## src/rtl/pipeline_hazard_sequencer.sv

```systemverilog
// Pipeline hazard sequencer: RAW stall, jump/branch flush and halt drain for a 5-stage pipe.
// Latency: outputs are combinational from state, scoreboard and ID inputs; scoreboard updates each clock.
// Backpressure: stalls PC and IF/ID on a hazard; FORWARDING_EN selects load-use-only hazard detection.
module pipeline_hazard_sequencer #(
    parameter int REG_AW       = 5,
    parameter int DRAIN_CYCLES = 4,
    parameter int CNT_W        = 32
) (
    input  logic              clk,
    input  logic              reset,
    input  logic              id_valid,
    input  logic [REG_AW-1:0] id_rs,
    input  logic [REG_AW-1:0] id_rt,
    input  logic              id_use_rs,
    input  logic              id_use_rt,
    input  logic              id_reg_write,
    input  logic [REG_AW-1:0] id_dst,
    input  logic              id_mem_read,
    input  logic              id_jump,
    input  logic              id_halt,
    input  logic              ex_br_taken,
    output logic              pc_write,
    output logic              if_id_write,
    output logic              if_id_flush,
    output logic              id_ex_bubble,
    output logic              halted,
    output logic [CNT_W-1:0]  stall_count
);

    typedef enum logic [1:0] {
        S_RUN    = 2'd0,
        S_DRAIN  = 2'd1,
        S_HALTED = 2'd2
    } state_t;

    localparam logic [3:0] DRAIN_LAST = 4'(DRAIN_CYCLES - 1);

    state_t             state;
    state_t             state_nxt;
    logic [3:0]         drain_cnt;
    logic [3:0]         drain_cnt_nxt;
    logic               stall;
    logic               issue;
    logic               hz;

    logic               ex_wr;
    logic [REG_AW-1:0]  ex_dst;
    logic               ex_ld;

    assign issue = id_valid & ~id_ex_bubble;

`ifdef FORWARDING_EN
    // Only a load still in EX cannot be forwarded in time.
    function automatic logic match(input logic [REG_AW-1:0] r);
        return (r != '0) && ex_wr && ex_ld && (ex_dst == r);
    endfunction
`else
    logic               mem_wr;
    logic [REG_AW-1:0]  mem_dst;

    always_ff @(posedge clk) begin
        if (reset) begin
            mem_wr  <= 1'b0;
            mem_dst <= '0;
        end else begin
            mem_wr  <= ex_wr;
            mem_dst <= ex_dst;
        end
    end

    // WB is absent: the regfile writes on the falling edge, so ID reads the new value.
    function automatic logic match(input logic [REG_AW-1:0] r);
        return (r != '0) && ((ex_wr && (ex_dst == r)) || (mem_wr && (mem_dst == r)));
    endfunction
`endif

    always_ff @(posedge clk) begin
        if (reset) begin
            ex_wr  <= 1'b0;
            ex_dst <= '0;
            ex_ld  <= 1'b0;
        end else begin
            ex_wr  <= issue & id_reg_write;
            ex_dst <= issue ? id_dst : '0;
            ex_ld  <= issue & id_mem_read;
        end
    end

    // A load always writes its destination; the scoreboard relies on that.
    always_ff @(posedge clk) begin
        if (!reset) begin
            assert (!ex_ld || ex_wr)
                else $error("load in EX without register write");
        end
    end

    assign hz = id_valid & ((id_use_rs & match(id_rs)) | (id_use_rt & match(id_rt)));

    always_ff @(posedge clk) begin
        if (reset) begin
            state     <= S_RUN;
            drain_cnt <= 4'd0;
        end else begin
            state     <= state_nxt;
            drain_cnt <= drain_cnt_nxt;
        end
    end

    always_comb begin
        state_nxt     = state;
        drain_cnt_nxt = drain_cnt;
        if (ex_br_taken && (state != S_HALTED)) begin
            state_nxt     = S_RUN;
            drain_cnt_nxt = 4'd0;
        end else begin
            case (state)
                S_DRAIN: begin
                    if (drain_cnt == DRAIN_LAST) begin
                        state_nxt     = S_HALTED;
                        drain_cnt_nxt = 4'd0;
                    end else begin
                        drain_cnt_nxt = drain_cnt + 4'd1;
                    end
                end
                S_RUN: begin
                    if (!hz && id_valid && id_halt) begin
                        state_nxt     = S_DRAIN;
                        drain_cnt_nxt = 4'd0;
                    end
                end
                default: state_nxt = state;
            endcase
        end
    end

    always_comb begin
        pc_write     = 1'b1;
        if_id_write  = 1'b1;
        if_id_flush  = 1'b0;
        id_ex_bubble = 1'b0;
        halted       = 1'b0;
        stall        = 1'b0;
        if (reset) begin
            pc_write     = 1'b0;
            if_id_write  = 1'b0;
            if_id_flush  = 1'b1;
            id_ex_bubble = 1'b1;
        end else if (ex_br_taken && (state != S_HALTED)) begin
            if_id_flush  = 1'b1;
            id_ex_bubble = 1'b1;
        end else if (state == S_HALTED) begin
            pc_write     = 1'b0;
            if_id_write  = 1'b0;
            id_ex_bubble = 1'b1;
            halted       = 1'b1;
        end else if (state == S_DRAIN) begin
            pc_write     = 1'b0;
            if_id_write  = 1'b0;
            id_ex_bubble = 1'b1;
        end else if (hz) begin
            pc_write     = 1'b0;
            if_id_write  = 1'b0;
            id_ex_bubble = 1'b1;
            stall        = 1'b1;
        end else if (id_valid && id_halt) begin
            pc_write     = 1'b0;
            if_id_write  = 1'b0;
            id_ex_bubble = 1'b1;
        end else if (id_valid && id_jump) begin
            if_id_flush  = 1'b1;
        end
    end

    always_ff @(posedge clk) begin
        if (reset) begin
            stall_count <= '0;
        end else if (stall) begin
            stall_count <= stall_count + 1'b1;
        end
    end

endmodule
```

## config.mk

```make
export PLATFORM = sky130hd
export DESIGN_NAME = pipeline_hazard_sequencer
export DESIGN_NICKNAME = d
export VERILOG_FILES = /design/src/rtl/pipeline_hazard_sequencer.sv
export SDC_FILE = /design/constraint.sdc
export NUM_CORES = 1
export LEC_CHECK = 0
export ABC_CLOCK_PERIOD_IN_PS = 6830
export CORE_MARGIN = 3
export CORE_UTILIZATION = 40
export CTS_CLUSTER_SIZE = 40
export DETAILED_ROUTE_END_ITERATION = 6
export HOLD_SLACK_MARGIN = 0.12
export MAX_ROUTING_LAYER = met4
export PLACE_DENSITY = 0.64
export REMOVE_ABC_BUFFERS = 1
export SETUP_SLACK_MARGIN = 0.1
export SLEW_MARGIN = 0
export SYNTH_ARGS = -nofsm -noshare
export SYNTH_HDL_FRONTEND = slang
export SYNTH_SLANG_ARGS = --single-unit
```

## constraint.sdc

```tcl
create_clock -name clk -period 6.83 [get_ports clk]
set_clock_uncertainty 0.2 [all_clocks]
set_input_delay 1.366 -clock clk [delete_from_list [all_inputs] [get_ports clk]]
set_output_delay 1.366 -clock clk [all_outputs]
set_load 0.1 [all_outputs]
```

Word-level counts from Yosys, hierarchy flattened
Index checks and enable logic that the tools add are counted.
Word-level totals
  register bits after elaboration: 50
  latch bits: 0
  memory bits (writable): 0
  ROM bits: 0
  input bits: 25
  logic and storage cells: 82
  memories: 0
Operators by class
  add/sub/neg operators: 2
  multipliers: 0
  divide/modulo/power cells: 0
  order comparisons: 0
  equality and inequality tests: 10
  shift-type cells: 0
  muxes and demuxes: 33
  bitwise gates (word level): 8
  reductions and logical operators: 22
Operator list (number)
  $add A32 B1 Y32 const B: 1
  $mux W1: 27
  $eq A5 B5 Y1: 4
  $logic_and A1 B1 Y1: 11
  $reduce_bool A5 Y1: 2
  $mux W4: 2
  $pmux W4 S2: 1
  $ne A2 B2 Y1 const B: 3
  $and A1 B1 Y1: 5
  $add A4 B1 Y4 const B: 1
  $eq A4 B2 Y1 const B: 1
  $mux W2: 2
  $pmux W2 S2: 1
  $reduce_or A2 Y1: 2
  $reduce_and A3 Y1: 1
  $eq A2 B1 Y1 const B: 1
  $eq A2 B2 Y1 const B: 1
  $logic_not A2 Y1: 1
  $logic_or A1 B1 Y1: 2
  $not A1 Y1: 2
  $reduce_and A2 Y1: 1
  $reduce_bool A2 Y1: 1
  $logic_not A1 Y1: 1
  $or A1 B1 Y1: 1

Longest topological paths before layout
  depth after elaboration: 16
  depth in mapped cells: 8
  gate-level depth less buffers: 6

Worst setup path after synthesis
OpenSTA, ideal clock, no wires.
  path kind: in2out
  from: input id_rt[1]
  to: output pc_write
  arrival: 3.735 ns
  slack: 1.529 ns
  stages: 6
  buffers on the path: 1
  cell sequence: or4_1 -> o21ai_0 -> o22ai_1 -> nor2_1 -> o31a_1 -> buf_4
Between the ends
  longest elaborated chain between the ends: 12
  elaborated cells on any way between the ends: 15
  those cells by class: 2 x eq/ne; 5 x mux; 3 x bitwise; 5 x reduce/logical
RTL lines
  start, declared: line 13  | input logic [REG_AW-1:0] id_rt,
  $eq A5 B5 Y1: line 73  | return (r != '0) && ((ex_wr && (ex_dst == r)) || (mem_wr && (mem_dst == r)));
  $logic_and A1 B1 Y1: line 73
  $logic_or A1 B1 Y1: line 73
  $logic_and A1 B1 Y1 *: line 73
  $and A1 B1 Y1 *: line 97  | assign hz = id_valid & ((id_use_rs & match(id_rs)) | (id_use_rt & match(id_rt)));
  $or A1 B1 Y1 *: line 97
  $and A1 B1 Y1 *: line 97
  $mux W1 * (5 in series)
  end, declared: line 22  | output logic pc_write,
Mark *: on every way between the ends. The rest lies on a longest branch, timed or not.

Worst setup path in the final report
  from: input id_rt[1]
  to: output id_ex_bubble
Between the ends
  longest elaborated chain between the ends: 12
  elaborated cells on any way between the ends: 15
  those cells by class: 2 x eq/ne; 5 x mux; 3 x bitwise; 5 x reduce/logical
RTL lines
  $eq A5 B5 Y1: line 73
  $logic_and A1 B1 Y1: line 73
  $logic_or A1 B1 Y1: line 73
  $logic_and A1 B1 Y1 *: line 73
  $and A1 B1 Y1 *: line 97
  $or A1 B1 Y1 *: line 97
  $and A1 B1 Y1 *: line 97
  $mux W1 *: line 160  | end else if (hz) begin
  $mux W1 *: line 156  | end else if (state == S_DRAIN) begin
  $mux W1 *: line 151  | end else if (state == S_HALTED) begin
  $mux W1 *: line 148  | end else if (ex_br_taken && (state != S_HALTED)) begin
  $mux W1 *: line 143  | if (reset) begin
  end, declared: line 25  | output logic id_ex_bubble,
Marks and branches as above.

==> flow_summary.yaml <==
power:
  p_leak_nw: 1.30
  ir_drop_mv: 0.0879
  p_per_area_mw_per_mm2: 156
route:
  ant_nets: 0
  wl_um: 6240
  drt_pass1_iterations: 6
  drt_iter0_drc: 103
  wire_per_inst_um: 13.9
  remaining_drc_errors: 0
  viasPerCell: 5.38
  via_count: 2409
floorplanning:
  core-area_sq_mm: 0.00653
  initial_utilization: 0.424
  dieWidth_um: 89.2
  rows: 29
  boundaryPins: 62
  die-area_sq_mm: 0.00796
  dieHeight_um: 89.2
critical_path:
  worstSetupPathType: "input pin to output pin"
  critical_path.max_fanout: 9
  arrival_ns: 4.10
  rr_startpoint: "state[1]"
  cp.required_ns: 5.26
  endpoint_kind: "output pin"
  crit_start: "id_rt[1]"
  startpoint_type: "input pin"
placed_design:
  dp_hpwl_um: 4400
  post-place-ws_ns: 1.11
  place_congestion: 0.892
  port_buffers: 60
  place_area_sq_mm: 0.00338
synthesis:
  synth_most_common_cell: "dfxtp_1"
  async_flop_share: 0
  syn_area_sq_mm: 0.00277
  yosysTopAreaCell: "dfxtp_1"
  netlist.area_leader.share: 0.362
  synth_warnings: 0
  netlist_instances: 317
  yosysSeqAreaShare: 0.362
  ys_seq_elements: 50
  synthDistinctLibCells: 52
  synth_edf_count: 0
  ys_dominant_reg_cell: "dfxtp_1"
  yosys-top-cells-area: "dfxtp_1 36%, mux2_2 8.5%, nor2b_1 7.2%"
  avgSynthCellArea_sq_um: 8.73
  synth_commonest_cells: "50 x dfxtp_1, 38 x nor2_1, 32 x nor2b_1"
clock_network:
  cts_buffer_depth: 2
  cts_tree: "yes"
  hold_buffers: 0
  cts_setup_buffers: 0
  clk_latency_ns: 0.30
  htree_levels: 2
  cts_resized: 0
  clockRootBuffer: "clkbuf_8"
  path_clk_slew_ns: 0.09
  numCtsBuffers: 5
  clock-sinks: 50
global_routing:
  antenna_found_initial: 0
  grt_use_total: 0.168
  grt_pass1_wl_um: 10400
  overflow: 0
  grt_max_degree: 70
  grt_pass1_vias: 2264
sta:
  fmax_mhz: 176
  final_max_slew_viol_count: 0
  worst_pin_slew_ns: 0.996
  rsz0062_at_grt: "no"
  tns_ns: 0
  finalCritPeriodShare: 0.830
  fin_ws_ns: 1.16
  setup_viol: 0
  slew_headroom: 0.334
  fin_crit_ns: 5.67
  hold_viol: 0
job:
  max_cap_violations: 0
final_layout:
  num-nets-final: 397
  drive_gt1_frac: 0.127
  final_area_sq_mm: 0.00349
  antenna_cells: 0
  fillers: 638
  area_growth_pct: 26.0
outcome:
  status: "completed"
worst_hold_path:
  hold_start: "ex_wr"
  holdCritPathClass: "register to register"
==> layout make-up <==
class                           count  area (sq um)  area share
Tap cell                           77          96.3      0.0276
Clock buffer                        7          96.3      0.0276
Multi-Input combinational cell    246          1670       0.479
Sequential cell                    50          1000       0.287
Timing Repair Buffer               61           593       0.170
Clock inverter                      1          8.76     0.00251
Inverter                            6          22.5     0.00645
==> report_power, final <==
part | leakage (nW) | internal (mW) | switching [mW] | total, mW
Clock | 0.0544 | 0.0930 | 0.0990 | 0.192
Combinational | 0.845 | 0.0235 | 0.0348 | 0.0583
Sequential | 0.403 | 0.293 | 0.00187 | 0.295
Total | 1.30 | 0.409 | 0.136 | 0.545
==> final timing paths <==
path	to	slack (ns)	cells after the start
setup / recovery	id_ex_bubble	1.16	7
hold / removal	mem_wr	0.29	1
setup reg to reg	stall_count[17]	3.64	6
hold reg to reg	mem_wr	0.29	1
==> placed cells by master, fill, tap and decap left out, types with 5 or more instances in the layout <==
cell | Yosys | final
o21ai_0 | 7 | 7
nor3_1 | 12 | 12
nand2_1 | 16 | 16
dfxtp_1 | 50 | 50
nor2_1 | 38 | 38
or4_1 | 6 | 6
nor3b_1 | 7 | 7
inv_1 | 6 | 6
a21oi_1 | 8 | 8
nand4_1 | 6 | 6
clkdlybuf4s50_1 | 0 | 55
and3_1 | 8 | 8
buf_4 | 2 | 5
nand3_1 | 10 | 10
xor2_1 | 18 | 18
clkbuf_8 | 0 | 7
nor2b_1 | 32 | 32
mux2_2 | 21 | 21
==> layer usage <==
layer | track usage | part of all wire
met5 | - | 0
met4 | 0.0501 | 0.0064
met3 | 0.0369 | 0.054
met2 | 0.240 | 0.44
met1 | 0.236 | 0.50
==> cell families after synthesis <==
logic type | Yosys count | share of synthesized area
AO/OA/AOI/OAI | 37 | 0.0985
flip-flops | 50 | 0.362
multiplexers | 24 | 0.0972
XOR/XNOR | 22 | 0.0696
adder cells (fa/ha/maj) | 2 | 0.00904
AND/OR/NAND/NOR | 161 | 0.329
buffers and inverters | 21 | 0.0348
==> state kept, by name, indices dropped and copies added, names as in the netlist <==
name         flops
stall_count     32
mem_wr           1
ex_dst           5
mem_dst          5
state            2
drain_cnt        4
ex_wr            1
==> critical path, stage by stage <==
cell and delay (ns):
clkdlybuf4s50_1 0.47, or4_1 0.53, o21ai_0 0.30, o22ai_1 0.32, o21ai_0 0.64, nand4_1 0.18, buf_4 0.29
==> per-stage QoR <==
stage | cells | hold WS (ns) | power (mW) | util
4_1_cts | 448 | 0.294 | 0.553 | 0.534
2_1_floorplan | 302 | 0.252 | 0.331 | -
3_5_place_dp | 440 | 0.277 | 0.360 | 0.518
6_report | 448 | 0.287 | 0.545 | 0.534
5_1_grt | 448 | 0.312 | 0.571 | 0.534
3_3_place_gp | 440 | 0.275 | 0.360 | 0.518
(Power assumes the default switching activity.)
